==> src/rtl/writeback_unit_pkg.sv <==
`default_nettype none
// ============================================================================
// Module      : writeback_unit_pkg
// Description : Shared codes for the writeback unit: write-back modes,
//               register selector codes (common with the fetcher), FSM state
//               encodings and the default stack page base.
// Revision    : 1.0 - initial release
// ============================================================================
package writeback_unit_pkg;

  // Write-back destination modes
  localparam logic [1:0] WB_NONE = 2'd0;
  localparam logic [1:0] WB_REG  = 2'd1;
  localparam logic [1:0] WB_MEM  = 2'd2;
  localparam logic [1:0] WB_PUSH = 2'd3;

  // Register selector codes, common with the instruction fetcher
  localparam logic [3:0] SELECTOR_A   = 4'd0;
  localparam logic [3:0] SELECTOR_X   = 4'd1;
  localparam logic [3:0] SELECTOR_Y   = 4'd2;
  localparam logic [3:0] SELECTOR_SP  = 4'd3;
  localparam logic [3:0] SELECTOR_P   = 4'd4;
  localparam logic [3:0] SELECTOR_PCL = 4'd5;
  localparam logic [3:0] SELECTOR_PCH = 4'd6;

  // The 6502 stack lives in page 1
  localparam logic [15:0] STACK_BASE_DEFAULT = 16'h0100;

  // Sequencer states
  typedef enum logic [2:0] {
    ST_IDLE  = 3'd0,
    ST_REG   = 3'd1,
    ST_MEM   = 3'd2,
    ST_PUSH  = 3'd3,
    ST_SPUPD = 3'd4,
    ST_DONE  = 3'd5
  } wb_state_e;

  // A push count of zero is treated as a single-byte push
  function automatic logic [1:0] eff_count(input logic [1:0] cnt);
    return (cnt == 2'd0) ? 2'd1 : cnt;
  endfunction

endpackage
`default_nettype wire

==> src/rtl/writeback_unit_if.sv <==
`default_nettype none
// ============================================================================
// Module      : writeback_unit_if
// Description : Request and write-bus signals of the writeback unit. The
//               master side is the execute stage / memory system, the slave
//               side is the writeback unit itself.
// Revision    : 1.0 - initial release
// ============================================================================
interface writeback_unit_if #(
  parameter int REG_WIDTH  = 8,
  parameter int ADDR_WIDTH = 16
);

  // Request from the execute stage
  logic                     wb_start;
  logic [1:0]               wb_mode;
  logic [1:0]               wb_count;
  logic [3:0]               wb_target;
  logic [ADDR_WIDTH-1:0]    wb_addr;
  logic [3*REG_WIDTH-1:0]   wb_data;
  logic [REG_WIDTH-1:0]     sp_in;

  // Write bus and status back to the core
  logic [ADDR_WIDTH-1:0]    mem_addr;
  logic [REG_WIDTH-1:0]     mem_data_out;
  logic                     mem_we;
  logic [3:0]               reg_sel;
  logic [REG_WIDTH-1:0]     reg_data;
  logic                     reg_we;
  logic [REG_WIDTH-1:0]     sp_out;
  logic                     sp_we;
  logic                     wb_busy;
  logic                     wb_done;

  modport master (
    output wb_start, wb_mode, wb_count, wb_target, wb_addr, wb_data, sp_in,
    input  mem_addr, mem_data_out, mem_we, reg_sel, reg_data, reg_we,
           sp_out, sp_we, wb_busy, wb_done
  );

  modport slave (
    input  wb_start, wb_mode, wb_count, wb_target, wb_addr, wb_data, sp_in,
    output mem_addr, mem_data_out, mem_we, reg_sel, reg_data, reg_we,
           sp_out, sp_we, wb_busy, wb_done
  );

endinterface
`default_nettype wire

==> src/rtl/writeback_unit.sv <==
`default_nettype none
// ============================================================================
// Module      : writeback_unit
// Description : Commits one execute-stage result to a register, a memory
//               byte, or a 1..3 byte push onto the page-1 stack followed by a
//               stack pointer update, then pulses wb_done.
//               All strobes and their address/data are registered: the value
//               each one takes in a state is computed on the edge that enters
//               that state.
// Revision    : 1.0 - initial release
// ============================================================================
module writeback_unit
  import writeback_unit_pkg::*;
#(
  parameter int                    REG_WIDTH  = 8,
  parameter int                    ADDR_WIDTH = 16,
  parameter logic [ADDR_WIDTH-1:0] STACK_BASE = ADDR_WIDTH'(STACK_BASE_DEFAULT)
) (
  input  logic             phi1,
  input  logic             reset_n,
  writeback_unit_if.slave  bus
);

  // --------------------------------------------------------------------------
  // State and latched request
  // --------------------------------------------------------------------------
  wb_state_e               state_q,  state_d;
  logic [3*REG_WIDTH-1:0]  data_q,   data_d;
  logic [REG_WIDTH-1:0]    sp_in_q,  sp_in_d;   // sp at acceptance
  logic [1:0]              count_q,  count_d;   // effective count 1..3
  logic [1:0]              idx_q,    idx_d;     // byte index being written
  logic [REG_WIDTH-1:0]    sp_q,     sp_d;      // sp of the byte being written

  // Registered outputs
  logic [ADDR_WIDTH-1:0]   mem_addr_q,     mem_addr_d;
  logic [REG_WIDTH-1:0]    mem_data_q,     mem_data_d;
  logic                    mem_we_q,       mem_we_d;
  logic [3:0]              reg_sel_q,      reg_sel_d;
  logic [REG_WIDTH-1:0]    reg_data_q,     reg_data_d;
  logic                    reg_we_q,       reg_we_d;
  logic [REG_WIDTH-1:0]    sp_out_q,       sp_out_d;
  logic                    sp_we_q,        sp_we_d;
  logic                    wb_done_q,      wb_done_d;

  // Helpers for the push path
  logic [1:0]              start_count;
  logic [1:0]              start_idx;
  logic [1:0]              idx_dec;
  logic [REG_WIDTH-1:0]    sp_dec;

  assign start_count = eff_count(bus.wb_count);
  assign start_idx   = start_count - 2'd1;
  assign idx_dec     = idx_q - 2'd1;
  assign sp_dec      = sp_q - REG_WIDTH'(1);

  // Selects byte k of the packed result word
  function automatic logic [REG_WIDTH-1:0] byte_at(
    input logic [3*REG_WIDTH-1:0] d,
    input logic [1:0]             k
  );
    case (k)
      2'd0:    return d[REG_WIDTH-1:0];
      2'd1:    return d[2*REG_WIDTH-1:REG_WIDTH];
      default: return d[3*REG_WIDTH-1:2*REG_WIDTH];
    endcase
  endfunction

  // Stack address: sp only supplies the low byte, so the push stays in page 1
  function automatic logic [ADDR_WIDTH-1:0] stack_addr(
    input logic [REG_WIDTH-1:0] sp
  );
    return STACK_BASE | ADDR_WIDTH'(sp);
  endfunction

  // Next-state and next-output logic
  always_comb begin
    state_d    = state_q;
    data_d     = data_q;
    sp_in_d    = sp_in_q;
    count_d    = count_q;
    idx_d      = idx_q;
    sp_d       = sp_q;
    mem_addr_d = mem_addr_q;
    mem_data_d = mem_data_q;
    reg_sel_d  = reg_sel_q;
    reg_data_d = reg_data_q;
    sp_out_d   = sp_out_q;
    mem_we_d   = 1'b0;
    reg_we_d   = 1'b0;
    sp_we_d    = 1'b0;
    wb_done_d  = 1'b0;

    case (state_q)
      ST_IDLE: begin
        if (bus.wb_start) begin
          data_d  = bus.wb_data;
          sp_in_d = bus.sp_in;
          count_d = start_count;
          case (bus.wb_mode)
            WB_REG: begin
              state_d    = ST_REG;
              reg_we_d   = 1'b1;
              reg_sel_d  = bus.wb_target;
              reg_data_d = bus.wb_data[REG_WIDTH-1:0];
            end
            WB_MEM: begin
              state_d    = ST_MEM;
              mem_we_d   = 1'b1;
              mem_addr_d = bus.wb_addr;
              mem_data_d = bus.wb_data[REG_WIDTH-1:0];
            end
            WB_PUSH: begin
              // Highest byte goes first, at the current sp
              state_d    = ST_PUSH;
              idx_d      = start_idx;
              sp_d       = bus.sp_in;
              mem_we_d   = 1'b1;
              mem_addr_d = stack_addr(bus.sp_in);
              mem_data_d = byte_at(bus.wb_data, start_idx);
            end
            default: begin
              state_d   = ST_DONE;
              wb_done_d = 1'b1;
            end
          endcase
        end
      end

      ST_REG, ST_MEM: begin
        state_d   = ST_DONE;
        wb_done_d = 1'b1;
      end

      ST_PUSH: begin
        if (idx_q == 2'd0) begin
          state_d  = ST_SPUPD;
          sp_we_d  = 1'b1;
          sp_out_d = sp_in_q - REG_WIDTH'(count_q);
        end else begin
          // Next lower byte one slot further down; sp wraps within the page
          idx_d      = idx_dec;
          sp_d       = sp_dec;
          mem_we_d   = 1'b1;
          mem_addr_d = stack_addr(sp_dec);
          mem_data_d = byte_at(data_q, idx_dec);
        end
      end

      ST_SPUPD: begin
        state_d   = ST_DONE;
        wb_done_d = 1'b1;
      end

      ST_DONE: begin
        // A request arriving here is deliberately dropped
        state_d = ST_IDLE;
      end

      default: begin
        state_d = ST_IDLE;
      end
    endcase
  end

  // State and output registers; reset abandons any sequence immediately
  always_ff @(posedge phi1 or negedge reset_n) begin
    if (!reset_n) begin
      state_q    <= ST_IDLE;
      data_q     <= '0;
      sp_in_q    <= '0;
      count_q    <= 2'd1;
      idx_q      <= 2'd0;
      sp_q       <= '0;
      mem_addr_q <= '0;
      mem_data_q <= '0;
      mem_we_q   <= 1'b0;
      reg_sel_q  <= 4'd0;
      reg_data_q <= '0;
      reg_we_q   <= 1'b0;
      sp_out_q   <= '0;
      sp_we_q    <= 1'b0;
      wb_done_q  <= 1'b0;
    end else begin
      state_q    <= state_d;
      data_q     <= data_d;
      sp_in_q    <= sp_in_d;
      count_q    <= count_d;
      idx_q      <= idx_d;
      sp_q       <= sp_d;
      mem_addr_q <= mem_addr_d;
      mem_data_q <= mem_data_d;
      mem_we_q   <= mem_we_d;
      reg_sel_q  <= reg_sel_d;
      reg_data_q <= reg_data_d;
      reg_we_q   <= reg_we_d;
      sp_out_q   <= sp_out_d;
      sp_we_q    <= sp_we_d;
      wb_done_q  <= wb_done_d;
    end
  end

  assign bus.mem_addr     = mem_addr_q;
  assign bus.mem_data_out = mem_data_q;
  assign bus.mem_we       = mem_we_q;
  assign bus.reg_sel      = reg_sel_q;
  assign bus.reg_data     = reg_data_q;
  assign bus.reg_we       = reg_we_q;
  assign bus.sp_out       = sp_out_q;
  assign bus.sp_we        = sp_we_q;
  assign bus.wb_done      = wb_done_q;
  assign bus.wb_busy      = (state_q != ST_IDLE);

endmodule
`default_nettype wire

==> src/flat_wrapper.sv <==
// flat-port wrapper written by rule: the top's interface ports become plain ports
module writeback_unit_flat import writeback_unit_pkg::*;
#(
  parameter int                    REG_WIDTH  = 8,
  parameter int                    ADDR_WIDTH = 16,
  parameter logic [ADDR_WIDTH-1:0] STACK_BASE = ADDR_WIDTH'(STACK_BASE_DEFAULT)
)
  (phi1, reset_n, bus_wb_start, bus_wb_mode, bus_wb_count, bus_wb_target, bus_wb_addr, bus_wb_data, bus_sp_in, bus_mem_addr, bus_mem_data_out, bus_mem_we, bus_reg_sel, bus_reg_data, bus_reg_we, bus_sp_out, bus_sp_we, bus_wb_busy, bus_wb_done);
  writeback_unit_if #(.REG_WIDTH(REG_WIDTH), .ADDR_WIDTH(ADDR_WIDTH)) bus_i ();
  input  logic phi1;
  input  logic reset_n;
  input wire logic [$bits(bus_i.wb_start)-1:0] bus_wb_start;
  input wire logic [$bits(bus_i.wb_mode)-1:0] bus_wb_mode;
  input wire logic [$bits(bus_i.wb_count)-1:0] bus_wb_count;
  input wire logic [$bits(bus_i.wb_target)-1:0] bus_wb_target;
  input wire logic [$bits(bus_i.wb_addr)-1:0] bus_wb_addr;
  input wire logic [$bits(bus_i.wb_data)-1:0] bus_wb_data;
  input wire logic [$bits(bus_i.sp_in)-1:0] bus_sp_in;
  output wire logic [$bits(bus_i.mem_addr)-1:0] bus_mem_addr;
  output wire logic [$bits(bus_i.mem_data_out)-1:0] bus_mem_data_out;
  output wire logic [$bits(bus_i.mem_we)-1:0] bus_mem_we;
  output wire logic [$bits(bus_i.reg_sel)-1:0] bus_reg_sel;
  output wire logic [$bits(bus_i.reg_data)-1:0] bus_reg_data;
  output wire logic [$bits(bus_i.reg_we)-1:0] bus_reg_we;
  output wire logic [$bits(bus_i.sp_out)-1:0] bus_sp_out;
  output wire logic [$bits(bus_i.sp_we)-1:0] bus_sp_we;
  output wire logic [$bits(bus_i.wb_busy)-1:0] bus_wb_busy;
  output wire logic [$bits(bus_i.wb_done)-1:0] bus_wb_done;
  assign bus_i.wb_start = bus_wb_start;
  assign bus_i.wb_mode = bus_wb_mode;
  assign bus_i.wb_count = bus_wb_count;
  assign bus_i.wb_target = bus_wb_target;
  assign bus_i.wb_addr = bus_wb_addr;
  assign bus_i.wb_data = bus_wb_data;
  assign bus_i.sp_in = bus_sp_in;
  assign bus_mem_addr = bus_i.mem_addr;
  assign bus_mem_data_out = bus_i.mem_data_out;
  assign bus_mem_we = bus_i.mem_we;
  assign bus_reg_sel = bus_i.reg_sel;
  assign bus_reg_data = bus_i.reg_data;
  assign bus_reg_we = bus_i.reg_we;
  assign bus_sp_out = bus_i.sp_out;
  assign bus_sp_we = bus_i.sp_we;
  assign bus_wb_busy = bus_i.wb_busy;
  assign bus_wb_done = bus_i.wb_done;
  writeback_unit #(.REG_WIDTH(REG_WIDTH), .ADDR_WIDTH(ADDR_WIDTH), .STACK_BASE(STACK_BASE)) u_core (.phi1(phi1), .reset_n(reset_n), .bus(bus_i));
endmodule
==> config.mk <==
export PLATFORM = sky130hd
export DESIGN_NAME = writeback_unit_flat
export DESIGN_NICKNAME = d
export VERILOG_FILES = /design/src/rtl/writeback_unit_pkg.sv /design/src/rtl/writeback_unit_if.sv /design/src/rtl/writeback_unit.sv /design/src/flat_wrapper.sv
export SDC_FILE = /design/constraint.sdc
export NUM_CORES = 1
export LEC_CHECK = 0
export ABC_AREA = 1
export CELL_PAD_IN_SITES_DETAIL_PLACEMENT = 2
export CELL_PAD_IN_SITES_GLOBAL_PLACEMENT = 2
export CORE_MARGIN = 8
export CORE_UTILIZATION = 31
export DETAILED_ROUTE_END_ITERATION = 8
export PLACE_DENSITY_LB_ADDON = 0.3
export SETUP_SLACK_MARGIN = 0.5
export SLEW_MARGIN = 10
export SYNTH_ARGS = -nofsm -noshare
export SYNTH_HDL_FRONTEND = slang
export SYNTH_SLANG_ARGS = --single-unit
==> constraint.sdc <==
create_clock -name phi1 -period 3.2 [get_ports phi1]
set_input_delay 0.64 -clock phi1 [delete_from_list [all_inputs] [get_ports phi1]]
set_output_delay 0.64 -clock phi1 [all_outputs]
set_load 0.05 [all_outputs]
==> results summary, run 1 <==
The power density of the placed cells is 1029 nW/um2. The total length of routed met2 wires came out at 8875 um. The count of mapped cells out of synthesis is 616. The final hold violation count is 0. The clock latency of the later-clocked register in the worst-skew pair came out at 0.35 ns. The synthesized netlist contains 37 unique library cells. The number of nets in the synthesized netlist is 683. The final max-slew violation count came out at 0.

Once detailed placement completed, the half-perimeter wirelength came to 13380 um. The share of layout cells above drive strength 1 is 5.556%. The flip-flop and latch count after synthesis is 95. The final wirelength is 17780 um. The final sum of negative setup slack came out at 0 ns.

In this design, the largest share of critical-path delay is due to buffers and inverters. The time the final worst path needs with I/O delays and setup is 2.545 ns. The amount of wire on met3 after detailed routing came out at 760 um.

Of all nets on the critical path, the largest fanout is 8. The number of cells on the critical path is 3. The final-layout worst hold slack came out at 0.3092 ns. The final design instance area without fill is 6280 um2. The signal on the critical path passes through inv_2, nand2_4, clkdlybuf4s50_1. The maximum number of pins on one net before global-route repair came out at 48. The worst reg-to-reg setup slack is 1.08 ns.

Clock tree synthesis found a total of 95 sinks. The path class of the lowest-slack min-delay path is in2async. The DRC violation count after routing is 0.

The post-route clock period utilization is 79.52%. In this run the core area contains 45 standard-cell rows. TritonCTS built the clock tree. The total grt overflow came out at 0. In this design, the stage delay of the slowest critical-path cell is 0.84 ns. In the final routed layout, each cell accounts on average for 19.59 um. Once layout is complete, the utilization of the core stands at 41.46%. In the final routing, the length of wire on met1 measures 7750 um. The synthesized netlist occupies a cell area of 4770 um2. Post-CTS repair changed the size of 0 cells.

The worst setup path is launched from a flip-flop. Of all cell types, the one taking the most synthesized area is sky130_fd_sc_hd__dfrtp_1. The starting density of the core came out at 31.49%. The number of post-CTS setup repair buffers is 0. The final weighted congestion of routability-driven global placement is 0.7804.

In this run the clock root is driven by a sky130_fd_sc_hd__clkbuf_16. The routed layout has 4540 vias. After clock tree synthesis, the flow added hold-fix buffers numbering 0.

The critical path is of the reg2out type. Ranked by total cell area, the synthesized netlist is headed by sky130_fd_sc_hd__dfrtp_1 (49%), sky130_fd_sc_hd__nand2_1 (18%), sky130_fd_sc_hd__nand3_1 (5.6%). The slowest stage of the critical path belongs to the cell sky130_fd_sc_hd__clkdlybuf4s50_1. The run finished with clean final reports.

The peak supply drop is 0.4332 mV. Setup repair after global routing left no endpoint under its margin. The number of inserted diodes came out at 0.

TritonCTS created 9 clock buffers. The area of the die came out at 19610 um2. In this run the tightest slew margin relative to its limit is 56.97%. The data arrival at the endpoint of the critical path is 1.90 ns. The number of violations of the max-capacitance limit is 0.

The die is 140.0 um wide. The worst clock skew is 0.004947 ns. Across every metal layer, demand over resource in global routing totals 18.57%. The number of detailed-route iterations in the first pass came out at 4. The first-iteration detailed-routing DRC count is 167. The share of synthesized area in the top cell type comes to 49.32%. In this run the remaining antenna-violating nets after routing total 0.

The depth of the worst register-to-register path came out at 8. In this run the deepest clock path goes through 2 buffers. Data on the critical path is required at its endpoint by 2.56 ns. The number of antenna violations at the first check in global routing was 0. Fill cells in the final layout number 1721. The critical path capture point type is an output pin. The area of the core region came out at 15150 um2. Static timing analysis puts the maximum clock frequency at 393.0 MHz. The net count of the finished layout is 782.

The cell area after placement came out at 5973 um2. Using the TritonRoute via totals, the vias-per-cell ratio works out to 5.000. The deepest level of the CTS H-tree came out at 3. Clock-pin slew was measured on the worst setup and hold paths at 0.06 ns. The sequential fraction of the synthesis area is 49.87%. The floorplan step set the die height to 140.0 um. At the pin with the least slew margin, the transition time is 0.6454 ns. The leakage power total is 0.003092 uW.

The via count of the first global-routing pass came to 5261. The count of buffers inserted at the top-level ports came out at 107. Together, buffers and inverters on the worst path number 2.

The final number of setup-violating endpoints is 0. The highest metal layer carrying signal wires in the routed design is met4. The top-level I/O count is 108. The post-synthesis average cell area came out at 7.743 um2. The total number of yosys warnings came out at 0. The area growth from synthesis to final layout came out at 31.66%.

The global-route wire length before repair came out at 28760 um.
==> cell type report <==
type,count,area (um2),area share [%]
multi-input combinational,440,2039,32.48
sequential,95,2379,37.88
timing repair buffer,112,1106,17.61
tap,188,235.2,3.746
clock buffer,12,236.5,3.766
inverter,57,214.0,3.407
clock inverter,4,70.07,1.116
==> registers in the layout, indices dropped and copies added (netlist names) <==
register                 cells
u_core.bus.mem_addr         16
u_core.state_q               3
u_core.bus.mem_data_out      8
u_core.bus.sp_we             1
u_core.bus.mem_we            1
u_core.data_q               24
u_core.sp_q                  8
u_core.sp_in_q               8
u_core.bus.reg_data          8
u_core.bus.reg_sel           4
u_core.count_q               2
u_core.bus.sp_out            8
u_core.idx_q                 2
u_core.bus.reg_we            1
u_core.bus.wb_done           1
==> kinds of logic (layout without fill, tap and decap cells) <==
logic type               Yosys count  after routing  synth area share (%)
AND/OR/NAND/NOR                  345            345                 30.40
flip-flops                        95             95                 49.87
AO/OA/AOI/OAI                     84             84                 9.549
buffers and inverters             81            185                 7.371
adder cells (fa/ha/maj)            8              8                 2.256
XOR/XNOR                           3              3                0.5510
==> metal layers <==
metal,GRT usage [%],vias to the layer above
li1,-,2145
met1,21.76,2280
met2,32.82,91
met3,4.010,24
met4,6.629,0
met5,0,-
==> power by group <==
part / internal, uW / switching [uW] / total [uW] / leakage [uW]
clock: 684 / 465 / 1150 / 0.000151
sequential: 1740 / 391 / 2130 / 0.00119
combinational: 1020 / 2170 / 3180 / 0.00176
total: 3440 / 3020 / 6460 / 0.00309
==> cell usage in the layout, fill, tap and decap left out, types with 2 or more instances in the layout <==
| cell type | synthesis | final |
|---|---|---|
| sky130_fd_sc_hd__clkbuf_16 | 0 | 9 |
| sky130_fd_sc_hd__nand2_4 | 2 | 2 |
| sky130_fd_sc_hd__clkbuf_1 | 4 | 3 |
| sky130_fd_sc_hd__inv_2 | 6 | 6 |
| sky130_fd_sc_hd__dfrtp_1 | 94 | 94 |
| sky130_fd_sc_hd__xor2_1 | 2 | 2 |
| sky130_fd_sc_hd__inv_1 | 51 | 51 |
| sky130_fd_sc_hd__o21ai_2 | 2 | 2 |
| sky130_fd_sc_hd__o22ai_1 | 7 | 7 |
| sky130_fd_sc_hd__nor2_1 | 41 | 41 |
| sky130_fd_sc_hd__o21ai_0 | 49 | 49 |
| sky130_fd_sc_hd__clkinv_2 | 0 | 2 |
| sky130_fd_sc_hd__a21oi_1 | 6 | 6 |
| sky130_fd_sc_hd__nand4_1 | 2 | 2 |
| sky130_fd_sc_hd__nor3_1 | 2 | 2 |
| sky130_fd_sc_hd__nand2_2 | 4 | 4 |
| sky130_fd_sc_hd__nand2_1 | 233 | 233 |
| sky130_fd_sc_hd__buf_4 | 5 | 6 |
| sky130_fd_sc_hd__o211ai_1 | 3 | 3 |
| sky130_fd_sc_hd__nand3_1 | 53 | 53 |
| sky130_fd_sc_hd__o21ai_1 | 13 | 13 |
| sky130_fd_sc_hd__bufinv_16 | 0 | 2 |
| sky130_fd_sc_hd__a21boi_0 | 2 | 2 |
| sky130_fd_sc_hd__ha_1 | 7 | 7 |
| sky130_fd_sc_hd__nor3b_1 | 2 | 2 |
| sky130_fd_sc_hd__clkdlybuf4s50_1 | 0 | 106 |
==> stage by stage <==
stage	total power [uW]	setup WS, ns	std cells
4_1_cts	6566	0.6242	908
3_3_place_gp	5186	0.7898	892
5_1_grt	6891	0.5854	908
2_1_floorplan	4182	1.679	616
6_report	6465	0.6552	908
3_5_place_dp	5363	0.7342	892
==> synthesized netlist by cell type (all sizes together) <==
master and count:
a21boi 2, a21oi 6, a2bb2oi 1, buf 18
clkbuf 6, dfrtp 94, dfstp 1, fa 1
ha 7, inv 57, nand2 239, nand3 55
nand4 2, nor2 44, nor3 2, nor3b 2
o211ai 3, o21ai 64, o22ai 7, o31ai 1
or2 1, xnor2 1, xor2 2
==> worst paths after layout <==
check,startpoint,endpoint
worst max-delay path,u_core.state_q[2]$_DFFE_PN0P_,bus_wb_busy
worst min-delay path,reset_n,u_core.count_q[1]$_DFFE_PN0P_
worst max register to register,u_core.state_q[2]$_DFFE_PN0P_,u_core.bus.mem_addr[4]$_DFFE_PN0P_
worst min register to register,u_core.bus.mem_addr[13]$_DFFE_PN0P_,u_core.bus.mem_addr[13]$_DFFE_PN0P_
max in group asynchronous,reset_n,u_core.bus.reg_data[0]$_DFFE_PN0P_
min in group phi1,u_core.bus.mem_addr[13]$_DFFE_PN0P_,u_core.bus.mem_addr[13]$_DFFE_PN0P_
Note: power is estimated with default switching activity, not from simulation.
==> run 2, diff against run 1 <==
CORE_UTILIZATION = 26   (was 31)
clock period = 2.1 ns   (was 3.2 ns; I/O delays follow)
==> run 2 against run 1 <==
- sequential share of layout area decreased by 3.1 points
- non-clock buffer count increased by 28
- die area increased by 17%
- sequential power increased by 53%
- via count increased by 2.2%
- setup slack got worse by 0.16 ns
- global-route usage decreased by 2.3 points
- worst hold slack got worse by 0.18 ns
- critical path type unchanged
- cell count increased by 7.8%
- highest routed layer unchanged
==> results summary, run 2 (synthesized netlist as in run 1, its figures left out) <==
The number of buffers added by the clock tree synthesis step is 9 (unchanged). The clock sink count came to 95 (unchanged). The type of the setup path with the least slack is reg2out (unchanged). The count of nets after finishing is 813 (was 782). The buffer depth of the longest clock path came out at 2 (unchanged). The number of detailed-route iterations in the first pass came out at 4 (unchanged). The final sum of negative setup slack is 0 ns (unchanged). The time the final worst path needs with I/O delays and setup is 1.603 ns. The top-level I/O count came out at 108 (unchanged).

The longest individual stage delay on the worst path came to 0.46 ns (was 0.84 ns). The worst slew slack as a fraction of its limit came to 63.02% (was 56.97%). The final max-slew violation count came out at 0 (unchanged). The via count of the first global-routing pass came out at 5337 (was 5261).

The data arrival at the endpoint of the critical path came out at 1.18 ns (was 1.90 ns). The commonest non-fill, non-tap cell in the layout is sky130_fd_sc_hd__nand2_1 (unchanged). The number of nets with antenna violations after routing came out at 0 (unchanged). The critical path capture point type is an output pin (unchanged). The DRC violation count after routing came out at 0 (unchanged). The clock tree root driver cell is sky130_fd_sc_hd__clkbuf_16 (unchanged).

The highest layer used for signal routing was met4 (unchanged). The post-route clock period utilization is 76.34%. The deepest level of the CTS H-tree was 3 (unchanged). The register with the most flip-flops is u_core.data_q (unchanged).

Most frequent cells in the layout: sky130_fd_sc_hd__nand2_1 (228), sky130_fd_sc_hd__dfrtp_1 (91), sky130_fd_sc_hd__clkdlybuf4s50_1 (56) (was sky130_fd_sc_hd__nand2_1 (233), sky130_fd_sc_hd__clkdlybuf4s50_1 (106), sky130_fd_sc_hd__dfrtp_1 (94)). Unrepaired setup endpoints after global routing: true (was false). The global-route wire length before repair is 28670 um (was 28760 um). The clock latency of the later-clocked register in the worst-skew pair was 0.36 ns (was 0.35 ns). The total power after layout was 10410 uW (was 6465 uW). The slowest library cell on the worst path is sky130_fd_sc_hd__dfrtp_2 (was sky130_fd_sc_hd__clkdlybuf4s50_1). The first-iteration detailed-routing DRC count is 140 (was 167). The total grt overflow is 0 (unchanged). The starting density of the core came out at 26.55% (was 31.49%). The final hold violation count came out at 0 (unchanged). The final number of setup-violating endpoints came out at 0 (unchanged). The count of vias placed by the detailed router came out at 4642 (was 4540). The amount of wire on met3 after detailed routing is 886 um (was 760 um). The number of inserted diodes is 0 (unchanged). Series of cell instances along the critical path: inv_4, nand2_4, buf_8 (was inv_2, nand2_4, clkdlybuf4s50_1).

The total length of routed met2 wires is 10050 um (was 8875 um). The HPWL after detailed placement is 13420 um (was 13380 um). The die extent in y came out at 151.4 um (was 140.0 um).

The actual slew at the worst max-slew pin came out at 0.5547 ns (was 0.6454 ns). The critical-path maximum fanout came out at 4 (was 8). The area growth from synthesis to final layout was 43.57% (was 31.66%). The path class of the lowest-slack min-delay path is in2async (unchanged).

The CTS tree is yes (unchanged). The number of violations of the max-capacitance limit came out at 0 (unchanged). Result of the run: completed (unchanged).

The power density of the placed cells is 1521 nW/um2 (was 1029 nW/um2). The final wirelength is 18760 um (was 17780 um). The maximum clock frequency is 623.8 MHz.

The share of layout cells above drive strength 1 came out at 18.93% (was 5.556%). The final weighted congestion of routability-driven global placement came out at 0.7933 (was 0.7804). The count of buffers inserted at the top-level ports came to 107 (unchanged). The leakage power total came out at 0.003330 uW (was 0.003092 uW). The die width is 151.4 um (was 140.0 um).

The area of the die is 22930 um2 (was 19610 um2). The number of flip-flops in the largest register is 24 (unchanged). The row count came out at 49 (was 45). The post-route met1 wirelength came out at 7606 um (was 7750 um). The maximum number of pins on one net before global-route repair was 96 (was 48). The via density per instance was 4.742 (was 5.000).

The data required time at the worst endpoint was 1.68 ns (was 2.56 ns). The area of the core region is 17960 um2 (was 15150 um2). The average detailed-routed wire length per instance is 19.16 um (was 19.59 um).

The post-CTS clock slew at the launch and capture registers of the worst setup and hold paths is 0.07 ns (was 0.06 ns). The launching element type of the critical path is a flip-flop (unchanged). The number of antenna violations at the first check in global routing came out at 0 (unchanged). The total global routing track utilization came out at 16.24% (was 18.57%). The peak supply drop is 0.6488 mV (was 0.4332 mV).

The worst clock skew is 0.008801 ns (was 0.004947 ns).
==> run 2: final timing paths <==
path | start | to | slack (ns) | cells after the start
min in group phi1 | u_core.bus.mem_addr[10]$_DFFE_PN0P_ | u_core.bus.mem_addr[10]$_DFFE_PN0P_ | 0.47 | 2
max in group asynchronous | reset_n | u_core.state_q[0]$_DFFE_PN0P_ | 1.54 | 2
worst max register to register | u_core.state_q[2]$_DFFE_PN0P_ | u_core.bus.mem_addr[7]$_DFFE_PN0P_ | 0.54 | 8
worst max-delay path | u_core.state_q[2]$_DFFE_PN0P_ | bus_wb_busy | 0.50 | 3
worst min-delay path | reset_n | u_core.bus.sp_out[1]$_DFFE_PN0P_ | 0.13 | 2
worst min register to register | u_core.bus.mem_addr[10]$_DFFE_PN0P_ | u_core.bus.mem_addr[10]$_DFFE_PN0P_ | 0.47 | 2
==> run 2: cell type report <==
class                   count  area, um2
repair buffers            140       1466
inverters                  57      236.5
well taps                 229      286.5
clock buffers              12      256.5
repair inverters            2      13.76
multi-input cells         441       2163
flip-flops and latches     95       2382
fillers                  2030      11120
clock inverters             3      42.54
==> run 2: per-stage QoR <==
step	utilization (%)	hold WS (ns)	setup slack (ns)	std cells	instance area [um2]
finish	38.12	0.1298	0.4970	979	6848
global route	38.12	0.1746	0.4372	979	6848
CTS	36.82	0.1536	0.4669	962	6614
detailed placement	33.91	0.4613	0.04756	940	6092
global placement	33.91	0.4585	0.06185	940	6092
floorplan	-	0.1244	0.5790	616	4770
==> run 2: metal layers <==
metal | vias to the layer above | track usage [%]
met5 | - | 0
met4 | 0 | 4.651
met3 | 14 | 4.093
met2 | 83 | 29.38
met1 | 2332 | 18.45
li1 | 2213 | -
==> run 2: repair_timing <==
| item | in CTS | in global routing |
|---|---|---|
| setup buffers | 7 | 12 |
| pin swaps | 7 | 12 |
| gates cloned | 0 | 5 |
| setup endpoints to repair | 131 | 43 |
| hold endpoints to repair | 0 | 0 |
| gates resized for setup | 166 | 26 |
| hold buffers | 0 | 0 |
==> run 2: worst max-delay path: cells and delay by family (launching register included) <==
kind                   cells  cell delay [ns]
flip-flops                 1             0.46
buffers and inverters      2             0.27
AND/OR/NAND/NOR            1             0.09
==> run 2: power by group <==
part | total, uW | internal (uW) | switching [uW]
Combinational | 5430 | 1870 | 3560
Clock | 1720 | 982 | 738
Sequential | 3260 | 2660 | 601
